File: config.mk
export PLATFORM = sky130hd
export DESIGN_NAME = dram_pattern_tester_flat
export DESIGN_NICKNAME = d
export VERILOG_FILES = /design/src/rtl/dram_tester_pkg.sv /design/src/rtl/dram_pattern_tester_if.sv /design/src/rtl/checksum16.sv /design/src/rtl/dram_pattern_gen.sv /design/src/rtl/dram_pattern_tester.sv /design/src/flat_wrapper.sv
export SDC_FILE = /design/constraint.sdc
export NUM_CORES = 1
export LEC_CHECK = 0
export CORE_UTILIZATION = 50
export CTS_BUF_LIST = sky130_fd_sc_hd__clkbuf_4 sky130_fd_sc_hd__clkbuf_8
export CTS_CLUSTER_SIZE = 25
export DETAILED_ROUTE_END_ITERATION = 16
export DONT_BUFFER_PORTS = 1
export GPL_TIMING_DRIVEN = 0
export HOLD_SLACK_MARGIN = 0.06
export PLACE_DENSITY = 0.73
export SLEW_MARGIN = 20
export SYNTH_ARGS = -nofsm -noshare
export SYNTH_HDL_FRONTEND = slang
export SYNTH_SLANG_ARGS = --single-unit
File: constraint.sdc
create_clock -name clk -period 15.14 [get_ports clk]
set_clock_uncertainty 0.15 [all_clocks]
set_input_delay 0.757 -clock clk [delete_from_list [all_inputs] [get_ports clk]]
set_output_delay 0.757 -clock clk [all_outputs]
set_load 0.02 [all_outputs]
File: src/rtl/dram_tester_pkg.sv
// SDRAM pattern tester shared types: FSM state encoding and pattern mode codes.
// Latency: n/a (declarations only).
// Backpressure: n/a.
package dram_tester_pkg;

   typedef enum logic [3:0] {
      S_INIT,
      S_IDLE,
      S_WR,
      S_WR_WAIT,
      S_WR_INC,
      S_RD,
      S_RD_WAIT,
      S_VAL,
      S_RD_INC,
      S_NEXT_PASS,
      S_DONE
   } state_t;

   localparam logic [1:0] MODE_CSUM  = 2'd0;  // checksum of the address
   localparam logic [1:0] MODE_ADDR  = 2'd1;  // address as data
   localparam logic [1:0] MODE_NADDR = 2'd2;  // inverted address
   localparam logic [1:0] MODE_WALK  = 2'd3;  // walking one

endpackage

File: src/rtl/dram_pattern_tester_if.sv
// Tester <-> SDRAM controller command/data bundle.
// Latency: n/a (wires only).
// Backpressure: controller holds busy_i while a command is in flight; rd_ready_i marks read data.
// Ports: master = tester side (drives addr/data/enables), slave = controller side.
interface dram_pattern_tester_if #(
   parameter int ADDR_WIDTH = 24,
   parameter int DATA_WIDTH = 16
);
   logic                  busy_i;
   logic                  rd_ready_i;
   logic [DATA_WIDTH-1:0] rd_data_i;
   logic [DATA_WIDTH-1:0] wr_data_o;
   logic [ADDR_WIDTH-1:0] addr_o;
   logic                  wr_enable_o;
   logic                  rd_enable_o;

   modport master (
      input  busy_i, rd_ready_i, rd_data_i,
      output wr_data_o, addr_o, wr_enable_o, rd_enable_o
   );

   modport slave (
      output busy_i, rd_ready_i, rd_data_i,
      input  wr_data_o, addr_o, wr_enable_o, rd_enable_o
   );
endinterface

File: src/rtl/checksum16.sv
// 16-bit ones-complement (internet style) checksum of a zero-padded word vector.
// Latency: combinational.
// Backpressure: none.
// Ports: data (IN_WIDTH) in, csum (16) out.
module checksum16 #(
   parameter int IN_WIDTH = 24
) (
   input  logic [IN_WIDTH-1:0] data,
   output logic [15:0]         csum
);
   localparam int NW = (IN_WIDTH + 15) / 16;
   localparam int PW = NW * 16;

   logic [PW-1:0] padded;
   logic [31:0]   acc;
   logic [16:0]   fold;

   always_comb begin
      padded = PW'(data);
      acc    = '0;
      for (int i = 0; i < NW; i++) begin
         acc = acc + 32'(padded[i*16 +: 16]);
      end
      // Two folds are enough: the first leaves at most one carry bit.
      fold = {1'b0, acc[15:0]} + {1'b0, acc[31:16]};
      csum = ~(fold[15:0] + {15'b0, fold[16]});
   end
endmodule

File: src/rtl/dram_pattern_gen.sv
// Test pattern generator: address + mode + invert -> data word.
// Latency: combinational.
// Backpressure: none.
// Ports: addr, mode, invert in; data out.
module dram_pattern_gen
   import dram_tester_pkg::*;
#(
   parameter int ADDR_WIDTH = 24,
   parameter int DATA_WIDTH = 16
) (
   input  logic [ADDR_WIDTH-1:0] addr,
   input  logic [1:0]            mode,
   input  logic                  invert,
   output logic [DATA_WIDTH-1:0] data
);
   logic [15:0]           csum;
   logic [DATA_WIDTH-1:0] base;

   checksum16 #(.IN_WIDTH(ADDR_WIDTH)) u_csum (
      .data (addr),
      .csum (csum)
   );

   always_comb begin
      base = '0;
      unique case (mode)
         MODE_CSUM:  base = {(DATA_WIDTH/16){csum}};
         MODE_ADDR:  base = DATA_WIDTH'(addr);
         MODE_NADDR: base = ~DATA_WIDTH'(addr);
         default:    base = DATA_WIDTH'(1) << (addr % DATA_WIDTH);
      endcase
      data = base ^ {DATA_WIDTH{invert}};
   end
endmodule

File: src/rtl/dram_pattern_tester.sv
// SDRAM self-test sequencer: write pattern to every address, read back, compare, N passes.
// Latency: write 3 cycles + controller time per word; read adds 1 compare cycle.
// Backpressure: holds enable until controller busy_i; waits busy_i low / rd_ready_i to advance.
// Ports: clk, rst_n, start_i/mode_i/passes_i/stop_on_fail_i control, mem (controller bus),
//        done_o/pass_o/fail_o/err_count_o/first_fail_* status, leds_o progress/status.
module dram_pattern_tester
   import dram_tester_pkg::*;
#(
   parameter int                    ADDR_WIDTH  = 24,
   parameter int                    DATA_WIDTH  = 16,
   parameter logic [ADDR_WIDTH-1:0] ADDR_LAST   = '1,
   parameter int                    INIT_CYCLES = 64,
   parameter int                    ERR_WIDTH   = 16
) (
   input  logic                  clk,
   input  logic                  rst_n,
   input  logic                  start_i,
   input  logic [1:0]            mode_i,
   input  logic [7:0]            passes_i,
   input  logic                  stop_on_fail_i,
   dram_pattern_tester_if.master mem,
   output logic                  done_o,
   output logic                  pass_o,
   output logic                  fail_o,
   output logic [ERR_WIDTH-1:0]  err_count_o,
   output logic [ADDR_WIDTH-1:0] first_fail_addr_o,
   output logic [DATA_WIDTH-1:0] first_fail_data_o,
   output logic [7:0]            leds_o
);
   localparam int CW = (INIT_CYCLES > 1) ? $clog2(INIT_CYCLES) : 1;
   localparam int LW = (ADDR_WIDTH > 8) ? ADDR_WIDTH : 8;

   state_t                state_q, state_d;
   logic [CW-1:0]         init_cnt_q;
   logic [1:0]            mode_q;
   logic [7:0]            passes_q, pass_idx_q;
   logic                  stop_q;
   logic [ADDR_WIDTH-1:0] addr_q, ff_addr_q;
   logic [DATA_WIDTH-1:0] ff_data_q, rd_cap_q, pat;
   logic [ERR_WIDTH-1:0]  err_q;
   logic                  done_q, pass_q, fail_q;
   logic                  wr_en, rd_en, last_addr, miscmp, any_err, running;
   logic [LW-1:0]         addr_ext;

   // One generator serves both the write data and the read-back expectation.
   dram_pattern_gen #(.ADDR_WIDTH(ADDR_WIDTH), .DATA_WIDTH(DATA_WIDTH)) u_gen (
      .addr   (addr_q),
      .mode   (mode_q),
      .invert (pass_idx_q[0]),
      .data   (pat)
   );

   assign last_addr = (addr_q == ADDR_LAST);
   assign miscmp    = (rd_cap_q != pat);
   // Error state as it will be after this cycle, so the final verdict sees a VAL-cycle miss.
   assign any_err   = (err_q != '0) || ((state_q == S_VAL) && miscmp);

   always_ff @(posedge clk or negedge rst_n) begin
      if (!rst_n) state_q <= S_INIT;
      else        state_q <= state_d;
   end

   always_comb begin
      state_d = state_q;
      wr_en   = 1'b0;
      rd_en   = 1'b0;
      unique case (state_q)
         S_INIT:      if (init_cnt_q == '0) state_d = S_IDLE;
         S_IDLE:      if (start_i) state_d = S_WR;
         S_WR: begin
            wr_en = 1'b1;
            if (mem.busy_i) state_d = S_WR_WAIT;
         end
         S_WR_WAIT:   if (!mem.busy_i) state_d = S_WR_INC;
         S_WR_INC:    state_d = last_addr ? S_RD : S_WR;
         S_RD: begin
            rd_en = 1'b1;
            // Fast controllers may answer in the accept cycle; skip the wait state then.
            if (mem.rd_ready_i)  state_d = S_VAL;
            else if (mem.busy_i) state_d = S_RD_WAIT;
         end
         S_RD_WAIT:   if (mem.rd_ready_i) state_d = S_VAL;
         S_VAL:       state_d = (miscmp && stop_q) ? S_DONE : S_RD_INC;
         S_RD_INC:    state_d = last_addr ? S_NEXT_PASS : S_RD;
         S_NEXT_PASS: state_d = ((passes_q != 8'd0) && ((pass_idx_q + 8'd1) == passes_q))
                                ? S_DONE : S_WR;
         S_DONE:      state_d = S_IDLE;
         default:     state_d = S_INIT;
      endcase
   end

   always_ff @(posedge clk or negedge rst_n) begin
      if (!rst_n) begin
         init_cnt_q <= CW'(INIT_CYCLES - 1);
         mode_q     <= '0;
         passes_q   <= '0;
         stop_q     <= 1'b0;
         addr_q     <= '0;
         pass_idx_q <= '0;
         err_q      <= '0;
         ff_addr_q  <= '0;
         ff_data_q  <= '0;
         rd_cap_q   <= '0;
         done_q     <= 1'b0;
         pass_q     <= 1'b0;
         fail_q     <= 1'b0;
      end else begin
         if ((state_q == S_INIT) && (init_cnt_q != '0)) init_cnt_q <= init_cnt_q - CW'(1);
         case (state_q)
            S_IDLE: if (start_i) begin
               mode_q     <= mode_i;
               passes_q   <= passes_i;
               stop_q     <= stop_on_fail_i;
               addr_q     <= '0;
               pass_idx_q <= '0;
               err_q      <= '0;
               ff_addr_q  <= '0;
               ff_data_q  <= '0;
               done_q     <= 1'b0;
               pass_q     <= 1'b0;
               fail_q     <= 1'b0;
            end
            S_WR_INC, S_RD_INC: addr_q <= last_addr ? '0 : addr_q + ADDR_WIDTH'(1);
            S_RD, S_RD_WAIT: if (mem.rd_ready_i) rd_cap_q <= mem.rd_data_i;
            S_VAL: if (miscmp) begin
               if (err_q != '1) err_q <= err_q + ERR_WIDTH'(1);
               if (err_q == '0) begin
                  ff_addr_q <= addr_q;
                  ff_data_q <= rd_cap_q;
               end
            end
            S_NEXT_PASS: pass_idx_q <= pass_idx_q + 8'd1;
            default: ;
         endcase
         if ((state_d == S_DONE) && (state_q != S_DONE)) begin
            done_q <= 1'b1;
            pass_q <= !any_err;
            fail_q <= any_err;
         end
      end
   end

   always_comb begin
      addr_ext = LW'(addr_q) << (LW - ADDR_WIDTH);
      running  = !(state_q inside {S_INIT, S_IDLE, S_DONE});
      leds_o   = running ? addr_ext[LW-1 -: 8] : {pass_q, fail_q, (err_q != '0), 5'b0};
   end

   assign mem.addr_o        = addr_q;
   assign mem.wr_enable_o   = wr_en;
   assign mem.rd_enable_o   = rd_en;
   assign mem.wr_data_o     = wr_en ? pat : '0;
   assign done_o            = done_q;
   assign pass_o            = pass_q;
   assign fail_o            = fail_q;
   assign err_count_o       = err_q;
   assign first_fail_addr_o = ff_addr_q;
   assign first_fail_data_o = ff_data_q;
endmodule
File: src/flat_wrapper.sv
// flat-port wrapper written by rule: the top's interface ports become plain ports
module dram_pattern_tester_flat import dram_tester_pkg::*;
#(
   parameter int                    ADDR_WIDTH  = 24,
   parameter int                    DATA_WIDTH  = 16,
   parameter logic [ADDR_WIDTH-1:0] ADDR_LAST   = '1,
   parameter int                    INIT_CYCLES = 64,
   parameter int                    ERR_WIDTH   = 16
)
  (clk, rst_n, start_i, mode_i, passes_i, stop_on_fail_i, done_o, pass_o, fail_o, err_count_o, first_fail_addr_o, first_fail_data_o, leds_o, mem_busy_i, mem_rd_ready_i, mem_rd_data_i, mem_wr_data_o, mem_addr_o, mem_wr_enable_o, mem_rd_enable_o);
  dram_pattern_tester_if #(.ADDR_WIDTH(ADDR_WIDTH), .DATA_WIDTH(DATA_WIDTH)) mem_i ();
  input  logic clk;
  input  logic rst_n;
  input  logic start_i;
  input  logic [1:0] mode_i;
  input  logic [7:0] passes_i;
  input  logic stop_on_fail_i;
  output logic done_o;
  output logic pass_o;
  output logic fail_o;
  output logic [ERR_WIDTH-1:0] err_count_o;
  output logic [ADDR_WIDTH-1:0] first_fail_addr_o;
  output logic [DATA_WIDTH-1:0] first_fail_data_o;
  output logic [7:0] leds_o;
  input wire logic [$bits(mem_i.busy_i)-1:0] mem_busy_i;
  input wire logic [$bits(mem_i.rd_ready_i)-1:0] mem_rd_ready_i;
  input wire logic [$bits(mem_i.rd_data_i)-1:0] mem_rd_data_i;
  output wire logic [$bits(mem_i.wr_data_o)-1:0] mem_wr_data_o;
  output wire logic [$bits(mem_i.addr_o)-1:0] mem_addr_o;
  output wire logic [$bits(mem_i.wr_enable_o)-1:0] mem_wr_enable_o;
  output wire logic [$bits(mem_i.rd_enable_o)-1:0] mem_rd_enable_o;
  assign mem_i.busy_i = mem_busy_i;
  assign mem_i.rd_ready_i = mem_rd_ready_i;
  assign mem_i.rd_data_i = mem_rd_data_i;
  assign mem_wr_data_o = mem_i.wr_data_o;
  assign mem_addr_o = mem_i.addr_o;
  assign mem_wr_enable_o = mem_i.wr_enable_o;
  assign mem_rd_enable_o = mem_i.rd_enable_o;
  dram_pattern_tester #(.ADDR_WIDTH(ADDR_WIDTH), .DATA_WIDTH(DATA_WIDTH), .ADDR_LAST(ADDR_LAST), .INIT_CYCLES(INIT_CYCLES), .ERR_WIDTH(ERR_WIDTH)) u_core (.clk(clk), .rst_n(rst_n), .start_i(start_i), .mode_i(mode_i), .passes_i(passes_i), .stop_on_fail_i(stop_on_fail_i), .mem(mem_i), .done_o(done_o), .pass_o(pass_o), .fail_o(fail_o), .err_count_o(err_count_o), .first_fail_addr_o(first_fail_addr_o), .first_fail_data_o(first_fail_data_o), .leds_o(leds_o));
endmodule
==> flow_summary.toml, run 1 <==
[clocking]
cts_made_buffers = 17
cts_tree = "yes"
cts_root_buf = "clkbuf_8"
cts.sinks = 128
clk_pin_slew_ns = 0.07
cts_hold_buf = 1
htreeDepth = 4
clockBufferDepth = 2
cts_resized = 0
insertion_delay_ns = 0.46
cts_setup_buffers = 0

[setup_path]
worstSetupStartpointType = "flip-flop"
critPathMaxFanout = 10
reg2reg_depth = 31
worstSetupPathType = "reg2reg"
cp_data_required_time_ns = 15.37
worst_path_most_repeated_cell = "ha_1"
startpoint = "u_core.mem.addr_o[0]"
cp.arrival_ns = 9.49
slowest_stage = "dfrtp_1"
end_kind = "flip-flop"
r2r-start = "u_core.mem.addr_o[0]"
reg2reg_slack_ns = 5.88
rr_endpoint = "u_core.err_count_o[13]"
critPathMaxStageDelay_ns = 0.67

[global_routing]
antenna_found_initial = 0
grt_overflow_total = 0
grt_max_degree = 129
grt_pass1_wl_mm = 51.2
grt_pass1_vias = 9449
grt_usage = 0.303

[synthesis]
avgSynthCellArea_sq_um = 8.10
ys_ff_latch = 128
yosys-top-cells-area = "dfrtp_1 (29%), nand2_1 (7.0%), mux2i_1 (6.5%)"
synthArstFlopShare = 1.00
yosysTopAreaCell = "dfrtp_1"
synth_edf_count = 0
post_synth_instance_area_sq_um = 10400
ys_types = 96
yosys_warnings = 0
synth_nets = 1338
ys.flop_type = "dfrtp_1"
yosysSeqAreaShare = 0.309
yosysTopAreaCellShare = 0.294
synthCells = 1283

[sta]
post-route-period-util = 0.612
max_clock_freq_mhz = 108
tightest_slew_ns = 1.06
maxSlewViolCount = 0
fin_tns_setup_ns = 0
rsz0062_at_grt = "false"
finalSetupViolCount = 0
final_hold_viol_count = 0
min_period_ns = 9.26
maxSlewHeadroom = 0.289

[detailed_routing]
via_per_inst = 6.29
ant_nets = 0
num_vias = 9967
drtPass1Iterations = 8
wl_mm = 32.0
wire_per_inst_microns = 20.2
drc = 0
drtIter0Drc = 815

[power]
vdd_drop_max_mv = 0.0892
finalPower_mw = 1.78
powerDensity_nw_per_um2 = 159
leakagePower_nw = 4.47

[placement]
routabilityCongestion = 0.998
place_inst = 1553
io_buffers = 0
post-dp-hpwl_mm = 24.4

[floorplanning]
fp.dieH_microns = 146
die-area_sq_um = 21400
fp.dieW_microns = 146
core_area_sq_um = 20300
rows = 52
initial_core_util = 0.512
ioPinCount = 141

[final_layout]
drive_gt1_frac = 0.0677
diodes = 0
areaGrowthSynthToFinish_pct = 7.38
fillCellCount = 1940
final_nets = 1358
final_cells = 1584

[run_status]
status = "completed"

[worst_hold_path]
min_path_type = "in2async"

[job]
drv_cap = 0
## worst max-delay path by stage
stage                                        end  slack, ns
after floorplan            u_core.err_count_o[5]       8.18
after global placement    u_core.err_count_o[13]       6.18
after detailed placement  u_core.err_count_o[13]       6.15
after CTS                 u_core.err_count_o[13]       6.12
after global routing      u_core.err_count_o[13]       5.46
final                     u_core.err_count_o[13]       5.88
## report_power, final
part           internal [mW]  total [mW]  switching (mW)
combinational          0.345       0.970           0.625
clock                  0.176       0.309           0.133
sequential             0.405       0.498          0.0930
total                  0.925        1.78           0.850
## flip-flops by register name (all words and copies together) (netlist names), 6 cells and up
signal and flops:
u_core.first_fail_addr_o 24, u_core.mem.addr_o 24, u_core.err_count_o 16, u_core.first_fail_data_o 16, u_core.rd_cap_q 16, u_core.pass_idx_q 8, u_core.passes_q 8, u_core.init_cnt_q 6
## metrics by stage
stage	instance area [sq um]	hold WS [ns]	setup slack, ns	util
3_5_place_dp	10700	0.319	6.15	0.529
5_1_grt	11200	0.163	5.46	0.550
2_1_floorplan	10400	0.296	8.18	-
4_1_cts	11200	0.143	6.12	0.550
6_report	11200	0.110	5.88	0.550
3_3_place_gp	10700	0.316	6.18	0.529
## cells by family (layout without fill, tap and decap cells)
family / count (synthesis) / count (layout) / synth area share
AND/OR/NAND/NOR: 536 / 536 / 0.250
AO/OA/AOI/OAI: 289 / 289 / 0.194
buffers and inverters: 134 / 165 / 0.0528
flip-flops: 128 / 128 / 0.309
XOR/XNOR: 99 / 99 / 0.0933
multiplexers: 74 / 74 / 0.0721
adder cells (fa/ha/maj): 23 / 23 / 0.0284
## Yosys cell counts (all sizes together) (5+ instances only)
library cell / n
mux2i: 67
buf: 16
nor3b: 5
xor2: 25
nor4: 24
a221oi: 5
clkbuf: 57
a31oi: 6
o211ai: 15
o21ai: 87
nand4: 18
xnor2: 68
and2: 12
or3: 9
nand3: 52
inv: 61
nor3: 31
o2111ai: 7
xnor3: 5
a211o: 9
ha: 22
mux2: 7
dfrtp: 122
o31ai: 11
dfstp: 6
or2: 7
nand2: 194
nand2b: 16
and3: 23
a211oi: 15
a21o: 5
a2111oi: 8
nor2b: 11
nand3b: 5
a31o: 7
nor2: 111
a21oi: 49
o22ai: 6
o311ai: 5
## layer usage
metal	GRT usage	wire length (microns)	up-vias
li1	-	-	4652
met1	0.388	13200	4778
met2	0.486	14800	452
met3	0.0738	2820	85
met4	0.138	1160	0
met5	0	0	-
## cell usage in the layout, fill, tap and decap left out, types with 6 or more instances in the layout
cell type	netlist	routed
nand4_1	18	18
clkbuf_8	0	19
nand2_1	194	194
clkbuf_1	57	57
o211ai_1	15	15
nor4_1	21	21
and3_1	23	23
or3_1	9	9
a31oi_1	6	6
a211oi_1	12	12
and2_1	12	12
inv_1	59	59
nor2_1	111	111
o21ai_1	7	7
nand3_1	52	52
nor3_1	30	30
dfstp_2	6	6
o2111ai_1	7	7
ha_1	22	22
o22ai_1	6	6
mux2i_1	67	67
nand2b_1	16	16
mux2_2	7	7
xor2_1	25	25
a211o_1	9	9
a21oi_1	47	47
o31ai_1	11	11
xnor2_1	67	67
dfrtp_1	122	122
a2111oi_0	6	6
nor2b_1	11	11
o21ai_0	79	79
## critical path: cells and delay by family, from the launching register on
family          cells  cell delay [ns]
flops               1             0.67
compound gates     10             2.69
simple gates        9             2.43
fa+ha+maj           6             1.77
xor+xnor            3             0.84
buf+inv             3             0.60
## cell type report
cell class	instances	area (sq um)	area share
plain buffers	73	320	0.0287
clock inverters	7	110	0.00986
repair buffers	1	27.5	0.00247
flip-flops and latches	128	3210	0.288
multi-input cells	1021	6640	0.594
well taps	270	338	0.0303
inverters	61	229	0.0205
clock buffers	23	292	0.0261
No activity file was read; power rests on OpenSTA's default activity.
==> run 2: changes to the inputs <==
--- a/config.mk
+++ b/config.mk
@@ -12,7 +12,7 @@
 export DONT_BUFFER_PORTS = 1
 export GPL_TIMING_DRIVEN = 0
 export HOLD_SLACK_MARGIN = 0.06
-export PLACE_DENSITY = 0.73
+export PLACE_DENSITY = 0.76
 export SLEW_MARGIN = 20
 export SYNTH_ARGS = -nofsm -noshare
 export SYNTH_HDL_FRONTEND = slang
==> constraint.sdc (replaced) <==
create_clock -name clk -period 7.9 [get_ports clk]
set_clock_uncertainty 0.15 [all_clocks]
set_input_delay 0.395 -clock clk [delete_from_list [all_inputs] [get_ports clk]]
set_output_delay 0.395 -clock clk [all_outputs]
set_load 0.02 [all_outputs]
==> flow_summary.toml, run 2 (synthesis gave the netlist of run 1 again) <==
[detailed_routing]
drtIter0Drc = 838
drc = 0
drtPass1Iterations = 5
ant_nets = 0
wl_mm = 32.9
wire_per_inst_microns = 20.3
num_vias = 10161
via_per_inst = 6.28

[setup_path]
critPathMaxStageDelay_ns = 0.55
worstSetupPathType = "reg2reg"
critPathTopFamily = "compound AO/OA/AOI/OAI gates"
critPathMaxFanout = 10
path_buf_inv = 3
cp_data_required_time_ns = 8.14
reg2reg_slack_ns = 0.27
worst_path_most_repeated_cell = "ha_2"
worstSetupStartpointType = "flip-flop"
slowest_stage = "or4_1"
end_kind = "flip-flop"
cp.arrival_ns = 7.87

[sta]
tightest_slew_ns = 1.02
maxSlewHeadroom = 0.321
whs_ns = 0.186
maxSlewViolCount = 0
final_hold_viol_count = 0
min_period_ns = 7.63
worst_slack_ns = 0.269
finalSetupViolCount = 0
post-route-period-util = 0.966
max_clock_freq_mhz = 131

[final_layout]
fillCellCount = 1848
final_common_cell = "nand2_1"
final_cell_mix = "nand2_1 (194), dfrtp_1 (112), nor2_1 (110)"
drive_gt1_frac = 0.0912
final_nets = 1391
diodes = 0
stdcell_area_sq_um = 11600
areaGrowthSynthToFinish_pct = 11.4
final_cells = 1619

[floorplanning]
initial_core_util = 0.512
core_area_sq_um = 20300
fp.dieW_microns = 146
fp.dieH_microns = 146
rows = 52
die-area_sq_um = 21400
ioPinCount = 141

[job]
drv_cap = 0

[global_routing]
grt_pass1_wl_mm = 52.2
grt_usage = 0.310
antenna_found_initial = 0
grt_overflow_total = 0
grt_pass1_vias = 9661
grt_max_degree = 129

[clocking]
insertion_delay_ns = 0.47
cts_tree = "yes"
cts_made_buffers = 17
cts.sinks = 128
cts_root_buf = "clkbuf_8"
clk_pin_slew_ns = 0.08
htreeDepth = 4
clockBufferDepth = 2

[power]
finalPower_mw = 3.41
leakagePower_nw = 4.57
vdd_drop_max_mv = 0.170
powerDensity_nw_per_um2 = 294

[placement]
placedInstanceArea_sq_um = 10700
place_inst = 1553
post-dp-hpwl_mm = 24.5
io_buffers = 0
dp_slack_ns = -1.18
routabilityCongestion = 0.996

[run_status]
status = "completed"

[worst_hold_path]
min_path_type = "in2reg"
-- run 2: changes by cell type in the layout (fill, tap and decap cells not counted), sizes merged --
| cell | previous run | this run |
|---|---|---|
| buf | 17 | 23 |
| bufinv | 3 | 1 |
| clkbuf | 80 | 75 |
| clkinv | 4 | 9 |
| clkinvlp | 0 | 1 |
| dlygate4sd3 | 0 | 30 |
-- run 2: power by group --
| part | switching [mW] | total, mW | internal [mW] |
|---|---|---|---|
| clock network | 0.271 | 0.540 | 0.269 |
| logic | 1.22 | 1.91 | 0.692 |
| registers | 0.177 | 0.954 | 0.776 |
| total | 1.67 | 3.41 | 1.74 |
-- run 2: metal layers --
layer	up-vias	wire, microns	track usage
met5	-	0	0
met4	0	1380	0.142
met3	91	2980	0.0813
met2	509	15300	0.501
met1	4852	13200	0.389
li1	4709	-	-
-- run 2: worst register-to-register path: stages (launching register included) --
cell and delay [ns]:
dfrtp_2 0.52, ha_2 0.27, fa_2 0.43, a211oi_4 0.34
o21a_4 0.23, a21oi_4 0.08, buf_4 0.17, or4_1 0.55
a31o_1 0.31, nor4_2 0.28, ha_2 0.27, ha_2 0.25
xnor2_1 0.11, xnor2_2 0.27, a21oi_1 0.16, o31ai_4 0.33
xnor3_2 0.36, nor4bb_2 0.30, nand4b_1 0.17, a2111oi_2 0.42
o2111ai_1 0.18, nor4_2 0.38, and4_1 0.30, buf_6 0.17
nor4_4 0.06, buf_4 0.18, a31o_1 0.22, a21oi_1 0.11
-- run 2: path summary, 6_finish.rpt --
kind | end | startpoint | cells past startpoint
max | u_core.err_count_o[13] | u_core.mem.addr_o[0] | 27
min | u_core.err_count_o[11] | start_i | 3
max reg2reg | u_core.err_count_o[13] | u_core.mem.addr_o[0] | 27
min reg2reg | u_core.init_cnt_q[0] | u_core.init_cnt_q[0] | 1
max in group asynchronous | u_core.mem.addr_o[5] | rst_n | 2
min in group asynchronous | u_core.first_fail_data_o[7] | rst_n | 2
-- run 2: timing repair --
| item | CTS | global route |
|---|---|---|
| hold endpoints to repair | 156 | 0 |
| endpoints found under the setup margin | 66 | 64 |
| gates resized for setup | 19 | 13 |
| hold buffers | 31 | 0 |
| setup buffers | 2 | 4 |
| pin swaps | 2 | 4 |
-- run 2: area by class of cell --
cell class / instances / area (sq um) / area share
Buffer: 70 / 309 / 0.0267
Clock inverter: 11 / 90.1 / 0.00778
Sequential cell: 128 / 3220 / 0.278
Tap cell: 270 / 338 / 0.0292
Clock buffer: 21 / 277 / 0.0239
Timing Repair Buffer: 37 / 369 / 0.0319
Inverter: 61 / 229 / 0.0198
Multi-Input combinational cell: 1021 / 6740 / 0.582
-- run 2: metrics by stage --
step | TNS (ns) | util
2_1_floorplan | 0 | -
3_3_place_gp | -34.22 | 0.529
3_5_place_dp | -42.82 | 0.529
4_1_cts | 0 | 0.567
5_1_grt | -0.115 | 0.570
6_report | 0 | 0.570
